### config.mk
export PLATFORM = sky130hd
export DESIGN_NAME = mem_access_stage
export DESIGN_NICKNAME = d
export VERILOG_FILES = /design/src/rtl/mem_pkg.sv /design/src/rtl/load_align.sv /design/src/rtl/mem_access_stage.sv
export SDC_FILE = /design/constraint.sdc
export NUM_CORES = 1
export LEC_CHECK = 0
export ABC_AREA = 1
export ABC_CLOCK_PERIOD_IN_PS = 5200
export BUFFER_PORTS_ARGS = -buffer_cell sky130_fd_sc_hd__buf_2
export CAP_MARGIN = 25
export CORE_MARGIN = 3
export CORE_UTILIZATION = 37
export CTS_BUF_LIST = sky130_fd_sc_hd__clkbuf_4
export DETAILED_ROUTE_END_ITERATION = 7
export PLACE_DENSITY = 0.64
export SETUP_SLACK_MARGIN = 0.4
export SKIP_LAST_GASP = 1
export SYNTH_ARGS = -nofsm -noshare
export SYNTH_HDL_FRONTEND = slang
export SYNTH_SLANG_ARGS = --single-unit
### constraint.sdc
create_clock -name clk -period 5.2 [get_ports clk]
set_clock_uncertainty 0.05 [all_clocks]
set_input_delay 0 -clock clk [delete_from_list [all_inputs] [get_ports clk]]
set_output_delay 0 -clock clk [all_outputs]
set_load 0.03 [all_outputs]
### src/rtl/mem_pkg.sv
// Shared encodings for the MEM stage: access sizes, exception codes,
// writeback source select and the access FSM states.
package mem_pkg;

  localparam logic [1:0] SZ_B = 2'b00;
  localparam logic [1:0] SZ_H = 2'b01;
  localparam logic [1:0] SZ_W = 2'b10;
  localparam logic [1:0] SZ_D = 2'b11;

  localparam logic [1:0] EXC_NONE  = 2'b00;
  localparam logic [1:0] EXC_MISAL = 2'b01;
  localparam logic [1:0] EXC_TMO   = 2'b10;
  localparam logic [1:0] EXC_ILL   = 2'b11;

  localparam logic [1:0] M2R_ALU = 2'b00;
  localparam logic [1:0] M2R_LD  = 2'b01;
  localparam logic [1:0] M2R_PC  = 2'b10;

  typedef enum logic {S_IDLE, S_WAIT} state_t;

  // Address bits that must be zero for a naturally aligned access.
  function automatic logic [2:0] align_mask(input logic [1:0] sz);
    case (sz)
      SZ_B:    align_mask = 3'b000;
      SZ_H:    align_mask = 3'b001;
      SZ_W:    align_mask = 3'b011;
      default: align_mask = 3'b111;
    endcase
  endfunction

endpackage

### src/rtl/load_align.sv
// Load lane select plus sign/zero extension. Full-width loads pass
// through untouched regardless of load_unsigned.
module load_align
  import mem_pkg::*;
#(
  parameter int DATA_W = 32,
  localparam int OW = $clog2(DATA_W/8)
) (
  input  logic [DATA_W-1:0] rdata,
  input  logic [OW-1:0]     addr_lo,
  input  logic [1:0]        size,
  input  logic              load_unsigned,
  output logic [DATA_W-1:0] data
);

  logic [DATA_W-1:0] sh;
  logic [DATA_W-1:0] mask;
  logic              sign;

  // Shift the addressed lane down, then fill above the access width.
  always_comb begin
    sh = rdata >> {addr_lo, 3'b000};
    case (size)
      SZ_B:    begin mask = DATA_W'(8'hFF);         sign = sh[7];        end
      SZ_H:    begin mask = DATA_W'(16'hFFFF);      sign = sh[15];       end
      SZ_W:    begin mask = DATA_W'(32'hFFFFFFFF);  sign = sh[31];       end
      default: begin mask = '1;                     sign = sh[DATA_W-1]; end
    endcase
    data = (sh & mask) | ((sign && !load_unsigned) ? ~mask : '0);
  end

endmodule

### src/rtl/mem_access_stage.sv
// MEM pipeline stage: issues sized loads/stores over a req/ack port with
// a bus timeout, aligns load data and registers the MEM/WB bundle.
module mem_access_stage
  import mem_pkg::*;
#(
  parameter int DATA_W  = 32,
  parameter int REG_AW  = 5,
  parameter int TIMEOUT = 255
) (
  input  logic              clk,
  input  logic              reset_b,
  input  logic [DATA_W-1:0] alu_s,
  input  logic [DATA_W-1:0] mem_write_data,
  input  logic [REG_AW-1:0] write_reg,
  input  logic              mem_read,
  input  logic              mem_write,
  input  logic [1:0]        size,
  input  logic              load_unsigned,
  input  logic              reg_write,
  input  logic [1:0]        mem_to_reg,
  input  logic [DATA_W-1:0] pc_plus4,
  input  logic              lu_op,
  input  logic [DATA_W-1:0] lu_data,
  output logic              mem_req,
  output logic              mem_we,
  output logic [DATA_W-1:0] mem_addr,
  output logic [DATA_W/8-1:0] mem_be,
  output logic [DATA_W-1:0] mem_wdata,
  input  logic [DATA_W-1:0] mem_rdata,
  input  logic              mem_ack,
  output logic              stall,
  output logic [DATA_W-1:0] mem_wb_data,
  output logic [REG_AW-1:0] mem_wb_reg,
  output logic              mem_wb_regwrite,
  output logic              exc_valid,
  output logic [1:0]        exc_code,
  output logic [DATA_W-1:0] exc_addr
);

  localparam int NB = DATA_W/8;
  localparam int OW = $clog2(NB);

  state_t            state, state_nx;
  logic [15:0]       cnt;
  logic [16:0]       cnt_inc;
  logic [DATA_W-1:0] l_addr, l_wdata;
  logic [1:0]        l_size;
  logic              l_we, l_uns;

  logic [DATA_W-1:0] cur_addr, cur_wdata;
  logic [1:0]        cur_size;
  logic              cur_we, cur_uns;

  logic              access, illegal, misal, fault, tmo;
  logic              req, stl;
  logic [NB-1:0]     be_base;
  logic [DATA_W-1:0] wrep, ld_data, wb_sel;

  // In WAIT the request is driven from the copies latched at issue.
  assign cur_addr  = (state == S_WAIT) ? l_addr  : alu_s;
  assign cur_wdata = (state == S_WAIT) ? l_wdata : mem_write_data;
  assign cur_size  = (state == S_WAIT) ? l_size  : size;
  assign cur_we    = (state == S_WAIT) ? l_we    : mem_write;
  assign cur_uns   = (state == S_WAIT) ? l_uns   : load_unsigned;

  assign access  = (state == S_IDLE) && (mem_read || mem_write);
  assign illegal = (size == SZ_D) && (DATA_W == 32);
  assign misal   = |(alu_s[2:0] & align_mask(size));
  assign fault   = access && (illegal || misal);
  assign cnt_inc = {1'b0, cnt} + 17'd1;
  // An ack in the timeout cycle wins, so the abort requires no ack.
  assign tmo     = (state == S_WAIT) && !mem_ack && (cnt_inc == 17'(TIMEOUT));

  // Next-state and request/stall decode.
  always_comb begin
    state_nx = state;
    req      = 1'b0;
    stl      = 1'b0;
    case (state)
      S_IDLE: begin
        if (access && !fault) begin
          req = 1'b1;
          if (!mem_ack) begin
            stl      = 1'b1;
            state_nx = S_WAIT;
          end
        end
      end
      S_WAIT: begin
        req = 1'b1;
        if (mem_ack || tmo) state_nx = S_IDLE;
        else                stl      = 1'b1;
      end
      default: state_nx = S_IDLE;
    endcase
  end

  // Byte-enable base pattern and lane replication of store data.
  always_comb begin
    case (cur_size)
      SZ_B:    begin be_base = NB'(1);  wrep = {NB{cur_wdata[7:0]}};          end
      SZ_H:    begin be_base = NB'(3);  wrep = {(NB/2){cur_wdata[15:0]}};     end
      SZ_W:    begin be_base = NB'(15); wrep = {(DATA_W/32){cur_wdata[31:0]}}; end
      default: begin be_base = '1;      wrep = cur_wdata;                     end
    endcase
  end

  // Combinational outputs are forced low while reset is asserted.
  assign mem_req   = reset_b && req;
  assign stall     = reset_b && stl;
  assign mem_we    = mem_req && cur_we;
  assign mem_addr  = mem_req ? {cur_addr[DATA_W-1:OW], {OW{1'b0}}} : '0;
  assign mem_be    = mem_req ? (be_base << cur_addr[OW-1:0]) : '0;
  assign mem_wdata = mem_req ? wrep : '0;

  load_align #(.DATA_W(DATA_W)) u_align (
    .rdata         (mem_rdata),
    .addr_lo       (cur_addr[OW-1:0]),
    .size          (cur_size),
    .load_unsigned (cur_uns),
    .data          (ld_data)
  );

  assign wb_sel = lu_op         ? lu_data  :
                  mem_to_reg[1] ? pc_plus4 :
                  mem_to_reg[0] ? ld_data  : alu_s;

  // FSM state, timeout counter and request latches.
  always_ff @(posedge clk or negedge reset_b) begin
    if (!reset_b) begin
      state   <= S_IDLE;
      cnt     <= '0;
      l_addr  <= '0;
      l_wdata <= '0;
      l_size  <= '0;
      l_we    <= 1'b0;
      l_uns   <= 1'b0;
    end else begin
      state <= state_nx;
      if (state == S_IDLE) begin
        cnt     <= '0;
        l_addr  <= alu_s;
        l_wdata <= mem_write_data;
        l_size  <= size;
        l_we    <= mem_write;
        l_uns   <= load_unsigned;
      end else begin
        cnt <= cnt_inc[15:0];
      end
    end
  end

  // MEM/WB register: bubble while stalled, suppressed write on faults.
  always_ff @(posedge clk or negedge reset_b) begin
    if (!reset_b) begin
      mem_wb_data     <= '0;
      mem_wb_reg      <= '0;
      mem_wb_regwrite <= 1'b0;
    end else if (stl) begin
      mem_wb_regwrite <= 1'b0;
    end else begin
      mem_wb_data     <= wb_sel;
      mem_wb_reg      <= write_reg;
      mem_wb_regwrite <= reg_write && !fault && !tmo;
    end
  end

  // Exception pulse; code and address hold until the next fault.
  always_ff @(posedge clk or negedge reset_b) begin
    if (!reset_b) begin
      exc_valid <= 1'b0;
      exc_code  <= EXC_NONE;
      exc_addr  <= '0;
    end else begin
      exc_valid <= fault || tmo;
      if (fault || tmo) begin
        exc_code <= tmo ? EXC_TMO : (illegal ? EXC_ILL : EXC_MISAL);
        exc_addr <= cur_addr;
      end
    end
  end

endmodule

==> metrics <==
gr usage total 0.255; Clock Power Share 0.210; crit share post-route 0.807; DRT Wirelength 33800 um; final hold vios 0; switch share 0.429; cell mode on critical path nand2_1; most frequent cells after synthesis nand2_1, dfrtp_1, nor2_1; first-pass GRT wire length 52400 um; fin. max-slew vios 0; clk root buf clkbuf_4; total negative slack 0 ps; post-CTS setup buffers 0; crit start category register; slowest cell delay on critical path 840 ps; Placer Congestion 0.916; r2r setup slk 1000 ps; Max IR drop VDD 0.202 mV; Crit Path Category reg -> reg; drt wl/cell 17.0 um; drt initial violations 878; hold endpoint mem_wb_reg[2]; WHS Path Cells 4; number of global-route vias before repair 9633; via count 9959; Comb power frac 0.378; setup violators final 0; Core Area 23500 um2; die area 25900 um2; row cnt 56; chip height 161 um; die width 161 um; Hold WC Path Type in -> reg; library cells used by synthesis 41; Core Util, Final 0.532; part of the power in registers 0.412; register bit total from synthesis 158; Avg Vias per Cell 5.01; post-synth top area cell dfrtp_1; hold_ws 80.3 ps; clock-pin slew on the worst setup and hold paths 180 ps; NumNets Final 1828; Int Pwr 2.08 mW; Critical Path Slowest Stage Cell dfrtp_2; top post-synthesis cells by area dfrtp_1, nand2_1, nor2_1, o21ai_0, or2_2; Sw Pwr 1.56 mW; Yosys Warn Count 0; Worst-Margin Slew 1080 ps; CTS tree yes; Worst setup EP type register; fmax 0.238 GHz; Synth top area share 0.444; Clock Path Buffers 2; ys flop type dfrtp_1; multi-input logic area 4220 um2; TritonRoute pass-1 iters 5; worst path required time 5640 ps; largest net degree at the start of global routing 66; Post-synth EDFFs 0; H-tree depth 4; HP Start write_reg[2]; WP data arrival 4630 ps; post-DP HPWL 23400 um; DR DRC count 0; Tmin final 4200 ps; Leak Pwr 6.40 nW; CP Max Fanout 36; Initial Util 0.378; top-level I/O count 321; FF/Latch Area 3960 um2; Final ANT Viol Nets 0; Area Overhead vs Synth 40.9%; GRT overflow 0; RR Startpoint state; cells along the critical path inv_2 -> nand2_1 -> nand2_1 -> nand2_1 -> nand2_1 -> nand3_1 -> nand3_2 -> nand2_2 -> nand2_1 -> nand3_1 -> nand2_1 -> nand2_1 -> nand2_1 -> dlygate4sd3_1 -> nand2_1 -> nand2_1; Synth async-reset ratio 1.00; post-synthesis sequential area ratio 0.444; relative slew slack 0.279; Mean Syn Cell Area 7.35 um2; RSZ-0062 raised after global routing false; maxcap violations 0; R2R depth 16; Power Density 290 nW/um2; layout cells sized above 1 0.289; count leader, synth nand2_1; later-pin clock latency in the skew report 590 ps; initial antenna violation count 5; reg2reg end mem_wb_data[29]; Layout fillers 2296; Mapped Cells 1211; Syn Std Cell Area 8900 um2; I/O Buffers 318; CTS Buf Count 17; CTS Sinks 158; status complete, no violations
kinds of logic after synthesis:
kind of cell	count (synthesis)	synth area share
XOR/XNOR	7	0.00773
AO/OA/AOI/OAI	216	0.140
buffers and inverters	165	0.0835
flip-flops	158	0.444
other	1	0.000421
AND/OR/NAND/NOR	662	0.321
adder cells (fa/ha/maj)	2	0.00281
worst max-delay path: cells and delay by family, from the launching register on:
family        cells  cell delay [ps]
flops             1              840
buf+inv           2             1000
simple gates     14             2200
timing repair:
item,4_1_cts,5_1_grt
hold buffers,165,0
hold endpoints to repair,235,0
gates resized for setup,0,0
worst max-delay path by stage:
stage,cells past startpoint,end,startpoint
4_1_cts,9,stall,state
6_report,16,mem_wb_data[29],state
3_5_place_dp,15,mem_wb_data[27],state
5_1_grt,16,mem_wb_data[30],state
2_1_floorplan,8,mem_wdata[31],state
3_3_place_gp,15,mem_wb_data[18],state
routing by layer:
| layer | wire length, um | up-vias | global-route usage |
|---|---|---|---|
| li1 | - | 4720 | - |
| met1 | 14200 | 4692 | 0.338 |
| met2 | 15700 | 447 | 0.404 |
| met3 | 2620 | 96 | 0.0598 |
| met4 | 1210 | 4 | 0.102 |
| met5 | 26 | - | 0 |
power groups by stage:
stage / Clock (mW) / Combinational [mW] / Sequential [mW]
after detailed placement: 0 / 1.25 / 1.52
after floorplan: 0 / 0.634 / 1.73
after global placement: 0 / 1.24 / 1.52
after global routing: 0.845 / 1.49 / 1.52
final: 0.762 / 1.38 / 1.50
after CTS: 0.791 / 1.37 / 1.50
layout by cell type (no fill, tap or decap), types with 3 or more instances in the layout:
cell type      synthesis  layout
o21ai_1                4       3
o21ai_0               84      84
nor3_1                 4       4
nor2_2                19      19
clkbuf_4               0      17
o211ai_1              17      17
nand2_1              384     384
inv_6                  0       5
nor2_4                 5       5
a31oi_1                5       5
or2_2                 61      61
dfrtp_1              158     157
a211oi_1               7       7
inv_2                  5       5
nand2_2                4       3
clkinv_4               0       4
nand4_1                5       5
nand3_1               48      48
diode_2                0       5
a21oi_2               17      17
a21oi_1               74      74
buf_4                  4       7
buf_2                 12     317
nor2_1               127     127
inv_8                  0       4
inv_1                 85      85
o21ai_2                3       3
dlygate4sd3_1          0     164
xor2_1                 5       5
per-stage QoR:
stage               area (um2)  cells  worst slack (ps)  total power, mW
floorplan                 8900   1212              2700             2.36
global placement         10600   1784              1700             2.75
detailed placement       10600   1784              1620             2.77
CTS                      12500   1981              1010             3.66
global route             12500   1984               614             3.85
finish                   12500   1986              1000             3.64
cell type report:
| class | instances | share of cell area |
|---|---|---|
| sequential | 158 | 0.316 |
| timing repair buffer | 490 | 0.265 |
| tap | 319 | 0.0318 |
| multi-input combinational | 889 | 0.337 |
| clock buffer | 17 | 0.0102 |
| antenna | 5 | 0.000998 |
| clock inverter | 15 | 0.0118 |
| inverter | 93 | 0.0280 |
Power figures use the tool's default switching activity.
